**src/rtl/adc_record_pkg.sv**
```systemverilog
// Shared definitions for the ADC record framer.
//   LEN_W_DEF  : default width of the record length and word counter
//   DROP_W_DEF : default width of the dropped-word counter
//   DATA_W     : sample word width on both AXI-stream interfaces
//   rec_state_e: record FSM states
package adc_record_pkg;

    localparam int unsigned LEN_W_DEF  = 32;
    localparam int unsigned DROP_W_DEF = 16;
    localparam int unsigned DATA_W     = 32;

    typedef enum logic [1:0] {
        ST_IDLE    = 2'd0,
        ST_ARMED   = 2'd1,
        ST_CAPTURE = 2'd2,
        ST_DRAIN   = 2'd3
    } rec_state_e;

endpackage

```
**src/rtl/axis_skid_buffer.sv**
```systemverilog
// Two-entry registered output buffer for an AXI-stream master port.
//   clk, reset          : clock, synchronous active-high reset
//   wr_en_i             : write request (only honoured when wr_ok_o is high)
//   wr_data_i, wr_last_i: word and end-of-record flag to store
//   wr_ok_o             : a write this cycle would be stored; true when an
//                         entry is free or the head leaves this cycle
//   m_tvalid_o, m_tdata_o, m_tlast_o, m_tready_i : master stream
// The head entry drives the master port directly from registers, so there
// is no combinational path from the write side to the master outputs.
module axis_skid_buffer
    import adc_record_pkg::*;
#(
    parameter int unsigned W = DATA_W
) (
    input  logic         clk,
    input  logic         reset,
    input  logic         wr_en_i,
    input  logic [W-1:0] wr_data_i,
    input  logic         wr_last_i,
    output logic         wr_ok_o,
    output logic         m_tvalid_o,
    output logic [W-1:0] m_tdata_o,
    output logic         m_tlast_o,
    input  logic         m_tready_i
);

    logic [W-1:0] head_data_q, head_data_d;
    logic         head_last_q, head_last_d;
    logic [W-1:0] skid_data_q, skid_data_d;
    logic         skid_last_q, skid_last_d;
    logic [1:0]   count_q, count_d;

    logic pop;
    logic push;

    always_comb begin
        head_data_d = head_data_q;
        head_last_d = head_last_q;
        skid_data_d = skid_data_q;
        skid_last_d = skid_last_q;
        count_d     = count_q;

        pop     = (count_q != 2'd0) && m_tready_i;
        // A full buffer still takes a word when the head is leaving now.
        wr_ok_o = (count_q != 2'd2) || m_tready_i;
        push    = wr_en_i && wr_ok_o;

        case (count_q)
            2'd0: begin
                if (push) begin
                    head_data_d = wr_data_i;
                    head_last_d = wr_last_i;
                    count_d     = 2'd1;
                end
            end
            2'd1: begin
                if (push && pop) begin
                    head_data_d = wr_data_i;
                    head_last_d = wr_last_i;
                end else if (push) begin
                    skid_data_d = wr_data_i;
                    skid_last_d = wr_last_i;
                    count_d     = 2'd2;
                end else if (pop) begin
                    count_d     = 2'd0;
                end
            end
            2'd2: begin
                if (pop) begin
                    head_data_d = skid_data_q;
                    head_last_d = skid_last_q;
                    if (push) begin
                        skid_data_d = wr_data_i;
                        skid_last_d = wr_last_i;
                    end else begin
                        count_d = 2'd1;
                    end
                end
            end
            default: count_d = 2'd0;
        endcase
    end

    always_ff @(posedge clk) begin
        if (reset) begin
            head_data_q <= '0;
            head_last_q <= 1'b0;
            skid_data_q <= '0;
            skid_last_q <= 1'b0;
            count_q     <= 2'd0;
        end else begin
            head_data_q <= head_data_d;
            head_last_q <= head_last_d;
            skid_data_q <= skid_data_d;
            skid_last_q <= skid_last_d;
            count_q     <= count_d;
        end
    end

    assign m_tvalid_o = (count_q != 2'd0);
    assign m_tdata_o  = head_data_q;
    assign m_tlast_o  = head_last_q;

endmodule

```
**src/rtl/adc_record_framer.sv**
```systemverilog
// ADC record framer: cuts a fixed-length record out of a continuous sample
// stream, optionally waiting for an external trigger, and emits it as an
// AXI-stream packet terminated with tlast.
//   clk, reset                           : clock, synchronous active-high reset
//   s_axis_tvalid/tdata/tready           : sample input (always ready)
//   m_axis_tvalid/tdata/tkeep/tlast/tready : framed record output
//   start, start_rt, abort, trigger      : record control
//   record_len                           : words per record, latched on start
//   busy, done, overflow, dropped_cnt    : status
module adc_record_framer
    import adc_record_pkg::*;
#(
    parameter int unsigned LEN_W  = LEN_W_DEF,
    parameter int unsigned DROP_W = DROP_W_DEF
) (
    input  logic              clk,
    input  logic              reset,
    input  logic              s_axis_tvalid,
    input  logic [31:0]       s_axis_tdata,
    output logic              s_axis_tready,
    output logic              m_axis_tvalid,
    output logic [31:0]       m_axis_tdata,
    output logic [3:0]        m_axis_tkeep,
    output logic              m_axis_tlast,
    input  logic              m_axis_tready,
    input  logic              start,
    input  logic              start_rt,
    input  logic              abort,
    input  logic              trigger,
    input  logic [LEN_W-1:0]  record_len,
    output logic              busy,
    output logic              done,
    output logic              overflow,
    output logic [DROP_W-1:0] dropped_cnt
);

    rec_state_e        state_q, state_d;
    logic [LEN_W-1:0]  cnt_q, cnt_d;
    logic [LEN_W-1:0]  len_q, len_d;
    logic              overflow_q, overflow_d;
    logic [DROP_W-1:0] drop_q, drop_d;
    logic              done_q, done_d;

    logic wr_en;
    logic wr_last;
    logic wr_ok;

    always_comb begin
        state_d    = state_q;
        cnt_d      = cnt_q;
        len_d      = len_q;
        overflow_d = overflow_q;
        drop_d     = drop_q;
        done_d     = 1'b0;
        wr_en      = 1'b0;
        wr_last    = 1'b0;

        case (state_q)
            ST_IDLE: begin
                if (start) begin
                    overflow_d = 1'b0;
                    drop_d     = '0;
                    if (record_len == '0) begin
                        // Empty record completes immediately.
                        done_d = 1'b1;
                    end else begin
                        len_d   = record_len;
                        cnt_d   = '0;
                        state_d = start_rt ? ST_CAPTURE : ST_ARMED;
                    end
                end
            end
            ST_ARMED: begin
                if (abort) begin
                    state_d = ST_IDLE;
                end else if (trigger) begin
                    state_d = ST_CAPTURE;
                end
            end
            ST_CAPTURE: begin
                if (s_axis_tvalid) begin
                    if (wr_ok) begin
                        wr_en   = 1'b1;
                        // len_q >= 1 here, so len_q-1 never wraps.
                        wr_last = (cnt_q == (len_q - LEN_W'(1)));
                        cnt_d   = cnt_q + LEN_W'(1);
                        if (wr_last) begin
                            state_d = ST_DRAIN;
                        end
                    end else begin
                        overflow_d = 1'b1;
                        if (drop_q != '1) begin
                            drop_d = drop_q + DROP_W'(1);
                        end
                    end
                end
            end
            ST_DRAIN: begin
                if (m_axis_tvalid && m_axis_tready && m_axis_tlast) begin
                    state_d = ST_IDLE;
                    done_d  = 1'b1;
                end
            end
            default: state_d = ST_IDLE;
        endcase
    end

    always_ff @(posedge clk) begin
        if (reset) begin
            state_q    <= ST_IDLE;
            cnt_q      <= '0;
            len_q      <= '0;
            overflow_q <= 1'b0;
            drop_q     <= '0;
            done_q     <= 1'b0;
        end else begin
            state_q    <= state_d;
            cnt_q      <= cnt_d;
            len_q      <= len_d;
            overflow_q <= overflow_d;
            drop_q     <= drop_d;
            done_q     <= done_d;
        end
    end

    axis_skid_buffer #(
        .W (32)
    ) u_buf (
        .clk        (clk),
        .reset      (reset),
        .wr_en_i    (wr_en),
        .wr_data_i  (s_axis_tdata),
        .wr_last_i  (wr_last),
        .wr_ok_o    (wr_ok),
        .m_tvalid_o (m_axis_tvalid),
        .m_tdata_o  (m_axis_tdata),
        .m_tlast_o  (m_axis_tlast),
        .m_tready_i (m_axis_tready)
    );

    assign s_axis_tready = 1'b1;
    assign m_axis_tkeep  = 4'hF;
    assign busy          = (state_q != ST_IDLE);
    assign done          = done_q;
    assign overflow      = overflow_q;
    assign dropped_cnt   = drop_q;

endmodule

```
**config.mk**
```make
export PLATFORM = sky130hd
export DESIGN_NAME = adc_record_framer
export DESIGN_NICKNAME = d
export VERILOG_FILES = /design/src/rtl/adc_record_pkg.sv /design/src/rtl/axis_skid_buffer.sv /design/src/rtl/adc_record_framer.sv
export SDC_FILE = /design/constraint.sdc
export NUM_CORES = 1
export LEC_CHECK = 0
export ABC_AREA = 1
export BUFFER_PORTS_ARGS = -buffer_cell sky130_fd_sc_hd__buf_4
export CAP_MARGIN = 20
export CORE_MARGIN = 8
export CORE_UTILIZATION = 43
export DETAILED_ROUTE_END_ITERATION = 10
export PLACE_DENSITY = 0.73
export SLEW_MARGIN = 20
export SYNTH_ARGS = -nofsm -noshare
export SYNTH_HDL_FRONTEND = slang
export SYNTH_SLANG_ARGS = --single-unit
```
**constraint.sdc**
```tcl
create_clock -name clk -period 1.94 [get_ports clk]
set_input_delay 0.097 -clock clk [delete_from_list [all_inputs] [get_ports clk]]
set_output_delay 0.097 -clock clk [all_outputs]
set_load 0.05 [all_outputs]
```
Word-level counts from Yosys, hierarchy flattened

Index checks and enable logic that the tools add are counted.

Register bits: 152
Bits of input ports: 72
Output and inout port bits: 58
Word-level logic and storage cells: 116

Add/subtract/negate cells: 3
Equal/unequal tests: 23
Mux-type cells: 57
Bitwise operators: 1
Reduce and logical (&&, ||, !) cells: 21

Operators with widths:

| kind                    | number |
|---|---|
| $mux W32                | 10 |
| $pmux W32 S2            | 2 |
| $pmux W32 S3            | 1 |
| $mux W16                | 4 |
| $add A32 B1 Y32 const B | 1 |
| $eq A32 B32 Y1          | 1 |
| $logic_not A32 Y1       | 1 |
| $pmux W16 S2            | 1 |
| $sub A32 B1 Y32 const B | 1 |
| $mux W2                 | 15 |
| $ne A2 B2 Y1 const B    | 10 |
| $mux W1                 | 18 |
| $add A16 B1 Y16 const B | 1 |
| $ne A16 B16 Y1 const B  | 1 |
| $reduce_and A5 Y1       | 3 |
| $ne A2 B1 Y1 const B    | 4 |
| $pmux W2 S4             | 1 |
| $reduce_and A4 Y1       | 2 |
| $reduce_bool A2 Y1      | 4 |
| $reduce_and A7 Y1       | 1 |
| $eq A2 B2 Y1 const B    | 3 |
| $pmux W1 S2             | 3 |
| $pmux W2 S3             | 1 |
| $reduce_and A3 Y1       | 2 |
| other kinds (9)         | 14 |

Logic depth before layout (Yosys ltp)

Depth in word-level cells: 9
Depth in mapped cells: 19
Mapped depth without buffers: 18

By module

A second synthesis with hierarchy kept.

Cells, all modules: 1,442
Area total of the unflattened synthesis: 9,082.5 µm²

Modules (own cells, without submodules):

| module            | times used | cells an instance | area an instance (µm²) | sequential area each (µm²) |
|---|---|---|---|---|
| adc_record_framer | 1          | 918               | 5,755.5                | 1,681.6 |
| axis_skid_buffer  | 1          | 524               | 3,326.9                | 1,361.3 |

Worst setup path before layout

Ideal clock, no wire load.

Path type: register to register
From: reg drop_q[0] (netlist: dropped_cnt[0])
To: reg drop_q[7] (netlist: dropped_cnt[7])
Setup time: 0.148 ns
Arrival time: 2.102 ns
Data required time: 1.792 ns
Setup slack: -0.310 ns
Cell stages (with the launch flop): 13
Path buffers: 0
Clock period less this slack: 2.250 ns
Cell sequence: dfxtp_1 ha_1 nand2_1 nor3_1 inv_1 nor3_2 nand4_1 nand2_4 nor2_4 nand3_4 nor2_4 o21ai_1 a21oi_1

Longest elaborated chain between the ends: 5
Elaborated cells between the ends (all ways): 8
Classes of those cells: 1 x add/sub; 2 x eq/ne; 4 x mux; 1 x reduce/logical

RTL lines:

| item                     | RTL line                 | RTL |
|---|---|---|
| start: declaration       | adc_record_framer.sv:41  | `logic [DROP_W-1:0] drop_q, drop_d;` |
| start signal: assignment | adc_record_framer.sv:121 | `drop_q <= drop_d;` |
| $add A16 B1 Y16          | adc_record_framer.sv:93  | `drop_d = drop_q + DROP_W'(1);` |
| $mux W16                 | adc_record_framer.sv:92  | `if (drop_q != '1) begin` |
| $mux W16                 | adc_record_framer.sv:82  | `if (wr_ok) begin` |
| $mux W16                 | adc_record_framer.sv:81  | `if (s_axis_tvalid) begin` |
| $pmux W16 S2             | adc_record_framer.sv:58  | `case (state_q)` |

Several ways; a longest one is shown, not always the timed one. The select of a mux whose other input is x is not followed.
A chain may end at the register's enable or synchronous reset.

Final worst setup path

From: reg len_q[1]
To: reg state_q[1]

Longest elaborated chain between the ends: 4

RTL lines:

| item                        | RTL line                 | RTL |
|---|---|---|
| start: declaration          | adc_record_framer.sv:39  | `logic [LEN_W-1:0] len_q, len_d;` |
| start signal: assignment    | adc_record_framer.sv:119 | `len_q <= len_d;` |
| $sub A32 B1 Y32             | adc_record_framer.sv:85  | `wr_last = (cnt_q == (len_q - LEN_W'(1)));` |
| $eq A32 B32 Y1              | adc_record_framer.sv:85  |  |
| $ne A2 B2 Y1 (no line)      | -                        |  |
| $reduce_and A7 Y1 (no line) | -                        |  |
| end signal: assignment      | adc_record_framer.sv:117 | `state_q <= state_d;` |
| end: declaration            | adc_record_framer.sv:37  | `rec_state_e state_q, state_d;` |

No other way between the ends.

==> results_dict.tcl <==
set metrics [dict create \
    violations "negative setup slack" \
    cts_tree "done" \
    area_growth_pct 47.7 \
    ys.flop_type "dfxtp_1" \
    drc 0 \
    cts_made_buffers 17 \
    required_ns 2.30 \
    outcome "finished with violations" \
    slew_violations 0 \
    power_frac_comb_pct 51.6 \
    crit_type "register to register" \
    design_area_mm2 0.0127 \
    whs_ns 0.0699 \
    port_buffers 124 \
    hold_path_depth 3 \
    htree_num_levels 4 \
    rr_startpoint "len_q[1]" \
    coreArea_mm2 0.0195 \
    drt_iter0_drc 699 \
    gp_congestion 0.939 \
    cp.arrival_ns 2.42 \
    antenna_found_initial 0 \
    cts.root.buffer_cell "clkbuf_16" \
    place_worst_setup_slack_ns -0.257 \
    clock_latency_ns 0.43 \
    finalWorstSetupSlack_ns -0.117 \
    r2r_cells 17 \
    n_antenna_cell 0 \
    ioPinCount 130 \
    synthesis.area_mm2 0.00858 \
    worstSetupStartpointType "register" \
    drt.antenna.violating_nets 0 \
    seq_power_share_pct 27.0 \
    die_area_mm2 0.0247 \
    dp_hpwl_mm 20.8 \
    clkPwrFrac_pct 21.5 \
    fin_crit_sh_pct 106 \
    cp-startpoint "len_q[1]" \
    clockBufferDepth 2 \
    cts_sinks 152 \
    switching_share_pct 42.8 \
    grt_pass1_wl_mm 45.9 \
    syn_avg_cell_area_um2 6.55 \
    finalPower_w 0.0148 \
    via_count 9869 \
    async_reset_ff_share_pct 0 \
    synth-seq-cells 152 \
    post-route-min-period_ns 2.06 \
    clk_pin_slew_ns 0.06 \
    ys_warn_count 0 \
    rsz0062_at_grt "true" \
    cellInternalPower_w 0.00848 \
    grt_pass1_vias 9085 \
    gr-usage-all-layers_pct 23.1 \
    wl_per_cell_um 15.8 \
    synth_cell_types 43 \
    die_w_um 157 \
    synth-edff-count 0 \
    power.leakage_nw 5.31 \
    hp-class "input port to register" \
    setup-tns-final_ns -0.997 \
    synth_cells 1310 \
    grt_start_max_net_pins 52 \
    grt_overflow 0 \
    skew_ns 0.0168 \
    relSlewSlack_pct 64.2 \
    start_util_pct 43.9 \
    hold_start "record_len[4]" \
    hold_viol 0 \
    dr.pass1.iters 5 \
    tightest_slew_ns 0.536 \
    place_area_mm2 0.0106 \
    rows 51 \
    seq_area_frac_synth_pct 35.5 \
    layout-drive-gt1-share_pct 29.6 \
    avgViaCountPerCell 5.20 \
    path_max_fanout 6 \
    die_h_um 157 \
    nNetsFinal 1699 \
    vdd_ir_drop_max_mv 0.821 \
    max_cap_violations 0 \
    p_per_area_mw_per_mm2 1170 \
    setup_violations 42 \
    p_sw_w 0.00636 \
    cp-end-kind "register" \
    fmax_mhz 486 \
    wl_mm 30.1 \
]
-- area by class of cell --
type                            count  area [µm²]
Inverter                           97         388
Sequential cell                   152        3100
Timing Repair Buffer              350        3020
Clock buffer                       19         443
Tap cell                          265         332
Multi-Input combinational cell   1002        5280
Fill cell                        1637        6860
Clock inverter                     13         109
-- path summary, 6_finish.rpt --
kind | end | slack (ns)
setup / recovery | state_q[1] | -0.12
hold / removal | len_q[4] | 0.07
hold reg to reg | u_buf.m_tdata_o[23] | 0.48
setup reg to reg | state_q[1] | -0.12
-- timing repair --
action                                  4_1_cts  5_1_grt
pin swaps                                    26       42
gates resized for setup                      35      114
buffers inserted                             12       23
endpoints found under the hold margin        96        0
gates cloned                                  0        5
hold buffers                                 64        0
endpoints found under the setup margin       23      137
-- per-layer routing --
| metal | GRT usage (%) | share of wire, % |
|---|---|---|
| met4 | 7.89 | 2.5 |
| met2 | 37.2 | 47 |
| met3 | 5.54 | 7.4 |
| met5 | 0 | 0 |
| met1 | 29.7 | 43 |
-- per-stage QoR --
step	utilization [%]	cells
CTS	61.5	1872
global route	64.9	1898
detailed placement	54.4	1764
floorplan	-	1314
global placement	54.4	1764
finish	64.9	1898
-- power groups by stage --
stage	Sequential [W]	Combinational (W)	Clock (W)
global placement	0.00396	0.00604	0
CTS	0.00393	0.00647	0.00322
finish	0.00400	0.00765	0.00319
detailed placement	0.00396	0.00609	0
global route	0.00405	0.00823	0.00336
floorplan	0.00449	0.00327	0
-- layout by cell type (no fill, tap or decap), drive strengths merged, types with 3 or more instances in the layout --
master / netlist / routed
dlygate4sd3: 0 / 64
clkbuf: 43 / 24
nor2: 268 / 268
nand3: 35 / 35
o21ai: 115 / 115
nand2: 321 / 321
xor2: 36 / 36
nor3: 27 / 27
or2: 4 / 4
dfxtp: 152 / 152
buf: 20 / 281
clkinv: 0 / 5
o21bai: 5 / 5
nand3b: 7 / 7
a211oi: 3 / 3
clkinvlp: 0 / 3
nand4: 26 / 26
inv: 97 / 102
a31oi: 34 / 34
a21oi: 62 / 62
nor4: 17 / 17
xnor2: 25 / 25
ha: 7 / 7
conb: 1 / 5
-- logic make-up after synthesis --
logic type / share of synthesized area (%)
AND/OR/NAND/NOR: 35.5
AO/OA/AOI/OAI: 14.1
buffers and inverters: 7.63
flip-flops: 35.5
XOR/XNOR: 6.23
adder cells (fa/ha/maj): 1.02
other: 0.0437
-- registers in the layout (all words and copies together), names as in the netlist --
register and count:
cnt_q 32, done 1, dropped_cnt 16, len_q 32, overflow 1, state_q 2
u_buf.count_q 2, u_buf.m_tdata_o 32, u_buf.m_tlast_o 1, u_buf.skid_data_q 32, u_buf.skid_last_q 1
-- Yosys cell counts, types with 8 or more instances --
cell type,n,area (µm²)
inv_1,85,319
xor2_1,36,315
nor4_1,15,93.8
nor3_1,24,120
a31oi_1,34,213
nor2_1,250,938
xnor2_1,25,219
o21ai_0,106,531
inv_2,12,45.0
buf_2,10,50.1
clkbuf_1,40,150
nand3_1,32,160
dfxtp_1,152,3040
nand4_1,26,163
nor2_4,10,113
a21oi_1,61,305
nand2_2,10,62.6
nor2_2,8,50.1
nand2_1,310,1160
-- worst max-delay path, stage by stage (launching register included) --
cell	delay [ns]
dfxtp_4	0.36
nor2_4	0.12
nand2_4	0.08
nor2_4	0.13
buf_12	0.14
buf_6	0.10
nand3_1	0.06
nand2_1	0.08
nand2_1	0.08
nor2_2	0.14
nand2_1	0.08
nor2_2	0.13
nand3_2	0.11
nand2_2	0.09
nand2_4	0.07
nand2_4	0.08
nand2_4	0.04
nor2_1	0.09
Note: power is estimated with default switching activity, not from simulation.
